`config.mk`:
```
export PLATFORM = sky130hd
export DESIGN_NAME = demux1x2_32bit_reg_flat
export DESIGN_NICKNAME = d
export VERILOG_FILES = /design/src/rtl/demux1x2_32bit_reg_if.sv /design/src/rtl/demux1x2_32bit_reg.sv /design/src/flat_wrapper.sv
export SDC_FILE = /design/constraint.sdc
export NUM_CORES = 1
export LEC_CHECK = 0
export CORE_MARGIN = 2
export CORE_UTILIZATION = 60
export DETAILED_ROUTE_END_ITERATION = 10
export DONT_BUFFER_PORTS = 1
export HOLD_SLACK_MARGIN = 0.03
export PLACE_DENSITY = 0.76
export SLEW_MARGIN = 20
export SYNTH_ARGS = -nofsm -noshare
export SYNTH_HDL_FRONTEND = slang
export SYNTH_SLANG_ARGS = --single-unit
```
`constraint.sdc`:
```
create_clock -name clk -period 2.9 [get_ports clk]
set_input_delay 0.145 -clock clk [delete_from_list [all_inputs] [get_ports clk]]
set_output_delay 0.145 -clock clk [all_outputs]
set_load 0.01 [all_outputs]
```
`src/rtl/demux1x2_32bit_reg_if.sv`:
```
// Handshake bundle for the 1:2 registered demux: one upstream stream,
// two downstream streams and the per-output transfer counters.
interface demux1x2_32bit_reg_if #(
  parameter int unsigned WIDTH = 32,
  parameter int unsigned CNT_W = 16
);
  logic             in_valid;
  logic             in_ready;
  logic [WIDTH-1:0] in_data;
  logic             select;

  logic             out0_valid;
  logic             out0_ready;
  logic [WIDTH-1:0] out0_data;
  logic             out1_valid;
  logic             out1_ready;
  logic [WIDTH-1:0] out1_data;

  logic [CNT_W-1:0] cnt0;
  logic [CNT_W-1:0] cnt1;

  modport master (
    output in_valid, in_data, select, out0_ready, out1_ready,
    input  in_ready, out0_valid, out0_data, out1_valid, out1_data, cnt0, cnt1
  );

  modport slave (
    input  in_valid, in_data, select, out0_ready, out1_ready,
    output in_ready, out0_valid, out0_data, out1_valid, out1_data, cnt0, cnt1
  );
endinterface

```
`src/rtl/demux1x2_32bit_reg.sv`:
```
// 1:2 stream demux with a one-entry registered buffer per output and
// a wrapping handshake counter per output.
module demux1x2_32bit_reg #(
  parameter int unsigned WIDTH = 32,
  parameter int unsigned CNT_W = 16
) (
  input  logic                  clk,
  input  logic                  rst_n,
  demux1x2_32bit_reg_if.slave   bus
);

  typedef enum logic {
    BUF_EMPTY = 1'b0,
    BUF_FULL  = 1'b1
  } buf_state_e;

  buf_state_e       state0_q, state0_d;
  buf_state_e       state1_q, state1_d;
  logic [WIDTH-1:0] data0_q,  data0_d;
  logic [WIDTH-1:0] data1_q,  data1_d;
  logic [CNT_W-1:0] cnt0_q,   cnt0_d;
  logic [CNT_W-1:0] cnt1_q,   cnt1_d;

  logic in_ready_c;
  logic in_hs;
  logic out0_hs;
  logic out1_hs;

  // Next-state: drain first, then a load into the same buffer wins (no bubble).
  always_comb begin
    state0_d = state0_q;
    state1_d = state1_q;
    data0_d  = data0_q;
    data1_d  = data1_q;
    cnt0_d   = cnt0_q;
    cnt1_d   = cnt1_q;

    out0_hs    = (state0_q == BUF_FULL) && bus.out0_ready;
    out1_hs    = (state1_q == BUF_FULL) && bus.out1_ready;
    // Only the selected buffer gates acceptance.
    in_ready_c = bus.select ? ((state1_q == BUF_EMPTY) || bus.out1_ready)
                            : ((state0_q == BUF_EMPTY) || bus.out0_ready);
    in_hs      = bus.in_valid && in_ready_c;

    if (out0_hs) begin
      state0_d = BUF_EMPTY;
      cnt0_d   = cnt0_q + CNT_W'(1);
    end
    if (out1_hs) begin
      state1_d = BUF_EMPTY;
      cnt1_d   = cnt1_q + CNT_W'(1);
    end

    if (in_hs && !bus.select) begin
      state0_d = BUF_FULL;
      data0_d  = bus.in_data;
    end
    if (in_hs && bus.select) begin
      state1_d = BUF_FULL;
      data1_d  = bus.in_data;
    end
  end

  always_ff @(posedge clk or negedge rst_n) begin
    if (!rst_n) begin
      state0_q <= BUF_EMPTY;
      state1_q <= BUF_EMPTY;
      data0_q  <= '0;
      data1_q  <= '0;
      cnt0_q   <= '0;
      cnt1_q   <= '0;
    end else begin
      state0_q <= state0_d;
      state1_q <= state1_d;
      data0_q  <= data0_d;
      data1_q  <= data1_d;
      cnt0_q   <= cnt0_d;
      cnt1_q   <= cnt1_d;
    end
  end

  assign bus.in_ready   = in_ready_c;
  assign bus.out0_valid = (state0_q == BUF_FULL);
  assign bus.out1_valid = (state1_q == BUF_FULL);
  assign bus.out0_data  = data0_q;
  assign bus.out1_data  = data1_q;
  assign bus.cnt0       = cnt0_q;
  assign bus.cnt1       = cnt1_q;

endmodule
```
`src/flat_wrapper.sv`:
```
// flat-port wrapper written by rule: the top's interface ports become plain ports
module demux1x2_32bit_reg_flat 
#(
  parameter int unsigned WIDTH = 32,
  parameter int unsigned CNT_W = 16
)
  (clk, rst_n, bus_in_valid, bus_in_data, bus_select, bus_out0_ready, bus_out1_ready, bus_in_ready, bus_out0_valid, bus_out0_data, bus_out1_valid, bus_out1_data, bus_cnt0, bus_cnt1);
  demux1x2_32bit_reg_if #(.WIDTH(WIDTH), .CNT_W(CNT_W)) bus_i ();
  input  logic clk;
  input  logic rst_n;
  input wire logic [$bits(bus_i.in_valid)-1:0] bus_in_valid;
  input wire logic [$bits(bus_i.in_data)-1:0] bus_in_data;
  input wire logic [$bits(bus_i.select)-1:0] bus_select;
  input wire logic [$bits(bus_i.out0_ready)-1:0] bus_out0_ready;
  input wire logic [$bits(bus_i.out1_ready)-1:0] bus_out1_ready;
  output wire logic [$bits(bus_i.in_ready)-1:0] bus_in_ready;
  output wire logic [$bits(bus_i.out0_valid)-1:0] bus_out0_valid;
  output wire logic [$bits(bus_i.out0_data)-1:0] bus_out0_data;
  output wire logic [$bits(bus_i.out1_valid)-1:0] bus_out1_valid;
  output wire logic [$bits(bus_i.out1_data)-1:0] bus_out1_data;
  output wire logic [$bits(bus_i.cnt0)-1:0] bus_cnt0;
  output wire logic [$bits(bus_i.cnt1)-1:0] bus_cnt1;
  assign bus_i.in_valid = bus_in_valid;
  assign bus_i.in_data = bus_in_data;
  assign bus_i.select = bus_select;
  assign bus_i.out0_ready = bus_out0_ready;
  assign bus_i.out1_ready = bus_out1_ready;
  assign bus_in_ready = bus_i.in_ready;
  assign bus_out0_valid = bus_i.out0_valid;
  assign bus_out0_data = bus_i.out0_data;
  assign bus_out1_valid = bus_i.out1_valid;
  assign bus_out1_data = bus_i.out1_data;
  assign bus_cnt0 = bus_i.cnt0;
  assign bus_cnt1 = bus_i.cnt1;
  demux1x2_32bit_reg #(.WIDTH(WIDTH), .CNT_W(CNT_W)) u_core (.clk(clk), .rst_n(rst_n), .bus(bus_i));
endmodule
```
# After elaboration in Yosys (flattened, before gate mapping)
# Index checks and enable logic that the tools add are counted.
[totals]
out_inout_bits = 99
ff_bits = 98
inputBits = 38
wordCells = 25
[op_classes]
n_mux = 5
n_reduce_logical = 10
add_sub_neg = 2
bitwise_logic = 2
[op_table]
columns = ["op", "n"]
rows = [
  ["adder 16 x 1 -> 16 bit, second input constant", 2],
  ["logical AND 1 bit", 5],
  ["two-way mux 1 bit", 5],
  ["nonzero test 2 bit", 2],
  ["logical OR 1 bit", 2],
  ["inverter 1 bit", 2],
  ["zero test 1 bit", 1],
]

# Depth between registers and ports, before layout
# Gate-level depths: netlist of the first run.
[depth]
depth_word = 6
ltp_mapped = 5
ltp_nobuf = 5

# Least setup slack after synthesis of the first run
# OpenSTA, ideal clock, no wires.
[synth_path]
kind = "register to register"
start = "register u_core.cnt0_q[0], in the netlist u_core.bus.cnt0[0]"
end = "register u_core.cnt0_q[8], in the netlist u_core.bus.cnt0[8]"
path_stages_with_launch = 6
setup_ps = 126
n_path_buf = 0
required_ps = 2774
setup_slack_ps = 1405
period_less_slack_ps = 1495
arrival_ps = 1369
path_cell_list = "dfrtp_1 -> ha_1 -> nand3_1 -> nor3_1 -> nand4_1 -> xnor2_1"
[synth_between]
elab_chain_len = 1
[synth_rtl]
columns = ["item", "line", "text"]
rows = [
  ["start, declared", "demux1x2_32bit_reg.sv:21", "logic [CNT_W-1:0] cnt0_q, cnt0_d;"],
  ["start signal, assigned", "demux1x2_32bit_reg.sv:77", "cnt0_q <= cnt0_d;"],
  ["adder 16 x 1 -> 16 bit", "demux1x2_32bit_reg.sv:47", "cnt0_d = cnt0_q + CNT_W'(1);"],
]
# Every way passes these cells.
# A chain may end at the register's enable or synchronous reset.

# Worst setup path after layout of the first run
[layout_path]
start = "register u_core.state0_q, in the netlist u_core.bus.out0_valid"
end = "register u_core.data0_q[19], in the netlist u_core.bus.out0_data[19]"
[layout_between]
elab_chain_len = 5
[layout_rtl]
columns = ["item", "line", "text"]
rows = [
  ["start, declared", "demux1x2_32bit_reg.sv:17", "buf_state_e state0_q, state0_d;"],
  ["start signal, assigned", "demux1x2_32bit_reg.sv:73", "state0_q <= state0_d;"],
  ["inverter 1 bit", "demux1x2_32bit_reg.sv:42", ": ((state0_q == BUF_EMPTY) || bus.out0_ready);"],
  ["logical OR 1 bit", "demux1x2_32bit_reg.sv:42", ""],
  ["two-way mux 1 bit", "demux1x2_32bit_reg.sv:41", "in_ready_c = bus.select ? ((state1_q == BUF_EMPTY) || bus.out1_ready)"],
  ["logical AND 1 bit", "demux1x2_32bit_reg.sv:43", "in_hs = bus.in_valid && in_ready_c;"],
  ["logical AND 1 bit", "demux1x2_32bit_reg.sv:54", "if (in_hs && !bus.select) begin"],
  ["end signal, assigned", "demux1x2_32bit_reg.sv:75", "data0_q <= data0_d;"],
  ["end, declared", "demux1x2_32bit_reg.sv:19", "logic [WIDTH-1:0] data0_q, data0_d;"],
]
# Every way passes these cells.

==> impl_metrics.tcl, run 1 <==
set metrics [dict create \
    status "complete, no violations" \
    synth_cells 265 \
    r2r_slack_ns 0.95 \
    grtUsageTotal_pct 21.7 \
    numCtsBuffers 9 \
    cts-root-buf "clkbuf_8" \
    cts_tree "done" \
    ys_types 22 \
    die_w_um 84.3 \
    whs_ns 0.0995 \
    grt_max_degree 99 \
    cap_violations 0 \
    hold_class "in2reg" \
    rsz0062_at_grt "false" \
    ys_ff_latch 98 \
    finalPower_uw 3330 \
    placedCellCount 336 \
    slew_headroom_pct 39.7 \
    final.min_clock_period_ns 1.95 \
    worstHoldStart "bus_out0_ready" \
    ys_seq_area_share_pct 63.3 \
    drt-total-wl_mm 7.34 \
    nets 348 \
    wl_per_cell_um 18.8 \
    io_buffers 0 \
    path_clk_slew_ns 0.09 \
    initial_core_util_pct 61.7 \
    drtPass1Iterations 4 \
    viasPerCell 5.68 \
    clkSinkCount 98 \
    clock.fmax_mhz 512 \
    r2r_end "u_core.bus.out0_data[19]" \
    post-dp-hpwl_mm 4.79 \
    stdcell_count 390 \
    worstSetupPathType "reg2reg" \
    syn2layout_area_growth_pct 17.7 \
    syn_area_sq_um 3870 \
    place_congestion 0.787 \
    cts-resized-gates 0 \
    grt_pass1_wl_mm 11.9 \
    clockBufferDepth 2 \
    ios 137 \
    htreeDepth 3 \
    setup_viol_count_final 0 \
    cp_max_fo 33 \
    remaining_drc_errors 0 \
    cellPowerDensity_nw_per_um2 731 \
    whs_endpoint "u_core.bus.cnt0[0]" \
    holdBufCountCts 38 \
    power.leakage_uw 0.00196 \
    reg2reg_depth 3 \
    slew_viol_final 0 \
    antenna_cells 0 \
    hold-path-cell-count 2 \
    num_rows 29 \
    worstReg2RegStart "u_core.bus.out0_valid" \
    end_kind "flop" \
    setup-tns-final_ns 0 \
    avgSynthCellArea_sq_um 14.6 \
    cts_setup_buffers 0 \
    vias 2216 \
    syn_nets 305 \
    cp.required_ns 3.14 \
    crit_arrival_ns 2.19 \
    post-route-period-util_pct 67.4 \
    grt-ovfl-total 0 \
    critPathLaunchType "flop" \
    clock_latency_ns 0.35 \
    tightest_slew_ns 0.900 \
    grt_pass1_vias 2311 \
    core_area_sq_um 6280 \
    peakVddDrop_mv 0.470 \
    antenna_left 0 \
    drtIter0Drc 42 \
    hold_violations 0 \
    ys_warn_count 0 \
    skew_ns 0.00826 \
    drive_gt1_share_pct 28.1 \
    die_area_sq_um 7110 \
    die_h_um 84.3 \
    antenna_found_initial 0 \
]
critical path: stages (launching register included):
cell	delay, ns
dfrtp_1	0.45
nand2b_1	0.15
nand3b_2	0.67
mux2_2	0.56
layout make-up:
type / instances / area (sq um)
clock buffer: 10 / 138
inverter: 1 / 3.75
tap: 77 / 96.3
sequential: 98 / 2450
fill: 407 / 1720
timing repair buffer: 40 / 413
multi-input combinational: 158 / 1360
clock inverter: 6 / 88.8
registers in the layout, indices dropped and copies added, names as in the netlist:
signal,flops
u_core.bus.out0_valid,1
u_core.bus.out1_valid,1
u_core.bus.out1_data,32
u_core.bus.out0_data,32
u_core.bus.cnt1,16
u_core.bus.cnt0,16
power breakdown:
| group | switching, uW | internal (uW) | total (uW) |
|---|---|---|---|
| registers | 349 | 1600 | 1950 |
| clock network | 455 | 511 | 965 |
| logic | 166 | 248 | 414 |
layer usage:
metal	vias up	GRT usage [%]	part of all wire (%)
met2	91	35.1	51
met3	14	8.16	9.0
met4	0	10.1	2.0
met5	-	0	0
met1	1114	25.8	38
li1	997	-	-
Yosys cell counts:
library cell | number | area (sq um)
dfrtp_1 | 98 | 2450
mux2_2 | 66 | 743
xnor2_1 | 25 | 219
nand2_1 | 19 | 71.3
nand3_1 | 11 | 55.1
nand4_1 | 8 | 50.1
nor2_1 | 6 | 22.5
xor2_1 | 5 | 43.8
and3_1 | 4 | 25.0
buf_2 | 4 | 20.0
buf_6 | 3 | 33.8
nor3_1 | 3 | 15.0
and4_1 | 2 | 17.5
ha_1 | 2 | 25.0
nand2b_1 | 2 | 12.5
and2_1 | 1 | 6.26
clkbuf_2 | 1 | 5.00
inv_1 | 1 | 3.75
mux2_1 | 1 | 11.3
nand3b_2 | 1 | 11.3
nor2b_1 | 1 | 6.26
nor4_4 | 1 | 21.3
logic make-up (layout without fill, tap and decap cells):
kind of cell,after synthesis,in the layout,synth area share [%]
xor+xnor,30,30,6.79
buf+inv,9,57,1.62
simple gates,59,59,8.11
flops,98,98,63.3
fa+ha+maj,2,2,0.646
mux,67,67,19.5
how the worst max path moves through the flow:
stage,from,to,slack [ns],depth (start not counted)
floorplan,u_core.bus.cnt0[0],u_core.bus.cnt0[8],1.40,5
global placement,u_core.bus.out0_valid,u_core.bus.out0_data[10],0.99,3
detailed placement,u_core.bus.out0_valid,u_core.bus.out0_data[17],0.91,3
CTS,u_core.bus.out0_valid,u_core.bus.out0_data[26],0.90,3
global route,u_core.bus.out0_valid,u_core.bus.out0_data[19],0.78,3
finish,u_core.bus.out0_valid,u_core.bus.out0_data[19],0.95,3
layout by cell type, fill, tap and decap left out:
master and n:
inv_6 1, xor2_1 5, nand2_1 19, and2_1 1, mux2_1 1, nor3_1 3, nand3_1 11, dlygate4sd3_1 37
nor2b_4 1, nand2b_1 2, nor2_1 6, nor4_4 1, clkinv_2 1, mux2_2 66, ha_1 2, bufinv_16 2
buf_16 1, dfrtp_1 98, buf_4 2, and4_1 2, inv_1 1, nand3b_2 1, xnor2_1 25, clkbuf_8 10
nand4_1 8, and3_1 4, clkinvlp_4 2
metrics by stage:
step,util [%],area (sq um),setup slack (ns)
finish,72.6,4560,0.947
global route,72.6,4560,0.782
CTS,72.6,4560,0.896
detailed placement,62.6,3930,0.906
global placement,62.6,3930,0.986
floorplan,-,3870,1.40
No activity file was read; power rests on OpenSTA's default activity.
==> inputs of run 2 (changes only) <==
==> constraint.sdc (replaced) <==
create_clock -name clk -period 1.8 [get_ports clk]
set_input_delay 0.09 -clock clk [delete_from_list [all_inputs] [get_ports clk]]
set_output_delay 0.09 -clock clk [all_outputs]
set_load 0.01 [all_outputs]
==> run 2 against run 1 <==
Net effect:
- the run now ends with hold timing left
- power grew 63%
- final cell count rose by 0.51%
- sequential share of layout area shrank 0.28 points
- combinational power up 70%
- register-to-register slack got worse by 0.68 ns
- utilization increased by 0.38 points
- clock-buffer cell count decreased by 1
- worst setup slack lost 0.68 ns
- critical path depth increased by 3
- global-route usage shrank 0.23 points
- maximum frequency rose by 28%
- clock skew increased by 0.0051 ns
==> impl_metrics.tcl, run 2 (synthesis gave the netlist of run 1 again) <==
set metrics [dict create \
    p_int_uw 3930 \
    worstSetupPathType "reg2reg" \
    initial_core_util_pct 61.7 \
    skew_ns 0.0134 \
    final_core_util_pct 73.0 \
    io_buffers 0 \
    crit_arrival_ns 1.76 \
    cp_max_fo 5 \
    drtIter0Drc 75 \
    rsz0062_at_grt "false" \
    post-route-period-util_pct 85.1 \
    path_clk_slew_ns 0.09 \
    numCtsBuffers 9 \
    slew_viol_final 0 \
    antenna_left 0 \
    antenna_cells 0 \
    cellPowerDensity_nw_per_um2 1190 \
    grt_max_degree 99 \
    nets 351 \
    drt-total-wl_mm 7.26 \
    grtUsageTotal_pct 21.5 \
    violations "hold timing" \
    placedCellCount 341 \
    cts_setup_buffers 0 \
    clock.fmax_mhz 653 \
    cts-root-buf "clkbuf_8" \
    grt_pass1_vias 2404 \
    die_area_sq_um 7110 \
    core_area_sq_um 6280 \
    stdcell_count 392 \
    clockPowerShare_pct 30.1 \
    final.min_clock_period_ns 1.53 \
    cts-resized-gates 0 \
    holdBufCountCts 36 \
    cp.required_ns 2.02 \
    clkSinkCount 98 \
    remaining_drc_errors 0 \
    clock_latency_ns 0.34 \
    switchingPower_uw 1500 \
    p_comb_share_pct 12.9 \
    mostFrequentLayoutCells "dfrtp_1 (98), mux2_2 (66), dlygate4sd3_1 (36)" \
    place_area_sq_um 3980 \
    wl_per_cell_um 18.5 \
    power.leakage_uw 0.00198 \
    finalInstanceArea_sq_um 4580 \
    cts_tree "done" \
    slew_headroom_pct 72.9 \
    post-dp-hpwl_mm 4.73 \
    drtPass1Iterations 4 \
    clockBufferDepth 2 \
    drive_gt1_share_pct 28.9 \
    tightest_slew_ns 0.404 \
    grt_pass1_wl_mm 12.0 \
    seq_power_share_pct 56.9 \
    num_rows 29 \
    end_kind "flop" \
    hold_class "in2async" \
    sw_frac_of_total_pct 27.6 \
    antenna_found_initial 0 \
    die_h_um 84.3 \
    cap_violations 0 \
    grt-ovfl-total 0 \
    htreeDepth 3 \
    status "complete, but fails checks" \
    place_congestion 0.777 \
    peakVddDrop_mv 0.711 \
    die_w_um 84.3 \
    hold_violations 98 \
    critPathLaunchType "flop" \
    whs_ns -0.564 \
    viasPerCell 5.62 \
    setup_viol_count_final 0 \
    final_common_cell "dfrtp_1" \
    syn2layout_area_growth_pct 18.3 \
    ios 137 \
    setup-tns-final_ns 0 \
    vias 2202 \
]
==> run 2: changes by cell type in the layout (fill, tap and decap cells not counted) <==
cell / before / now
buf_16: 1 / 0
buf_12: 0 / 1
clkinv_2: 1 / 0
buf_4: 2 / 6
clkbuf_8: 10 / 9
dlygate4sd3_1: 37 / 36
bufinv_16: 2 / 3
==> run 2: power by group through the flow <==
stage                     Sequential [uW]  Combinational [uW]  Clock [uW]
final                                3090                 703        1630
after global routing                 3150                 779        1780
after CTS                            3100                 708        1680
after detailed placement             3140                 637           0
after global placement               3130                 602           0
after floorplan                      3070                 483           0
==> run 2: worst paths after layout <==
| path | startpoint | endpoint | slack, ns | cells past startpoint |
|---|---|---|---|---|
| worst max-delay path | u_core.bus.cnt0[0] | u_core.bus.cnt0[8] | 0.27 | 6 |
| worst min-delay path | rst_n | u_core.bus.cnt1[9] | -0.56 | 0 |
| worst max register to register | u_core.bus.cnt0[0] | u_core.bus.cnt0[8] | 0.27 | 6 |
| worst min register to register | u_core.bus.cnt0[15] | u_core.bus.cnt0[15] | 0.54 | 1 |
| max in group asynchronous | rst_n | u_core.bus.out1_data[31] | 2.25 | 0 |
| min in group clk | bus_in_valid | u_core.bus.out0_valid | 0.12 | 3 |
==> run 2: per-layer routing <==
layer / wire length, um / vias to the layer above / track usage, %
li1: - / 1002 / -
met1: 2890 / 1107 / 26.8
met2: 3730 / 85 / 34.8
met3: 572 / 8 / 8.26
met4: 72 / 0 / 6.89
met5: 0 / - / 0
==> run 2: worst max-delay path, stage by stage (launching register included) <==
cell	delay (ns)
dfrtp_1	0.49
ha_1	0.19
nand3_1	0.11
nor3_1	0.20
buf_4	0.16
nand4_1	0.11
xnor2_1	0.15
==> run 2: final cells by class <==
class	instances	area [sq um]
Multi-Input combinational cell	158	1360
Sequential cell	98	2450
Timing Repair Buffer	43	425
Clock inverter	6	114
Inverter	1	3.75
Clock buffer	9	124
Tap cell	77	96.3
Fill cell	400	1700
==> run 2: per-stage QoR <==
stage	total power (uW)	setup WS [ns]
floorplan	3550	0.305
global placement	3740	0.316
detailed placement	3770	0.281
CTS	5490	0.261
global route	5700	0.131
finish	5430	0.269
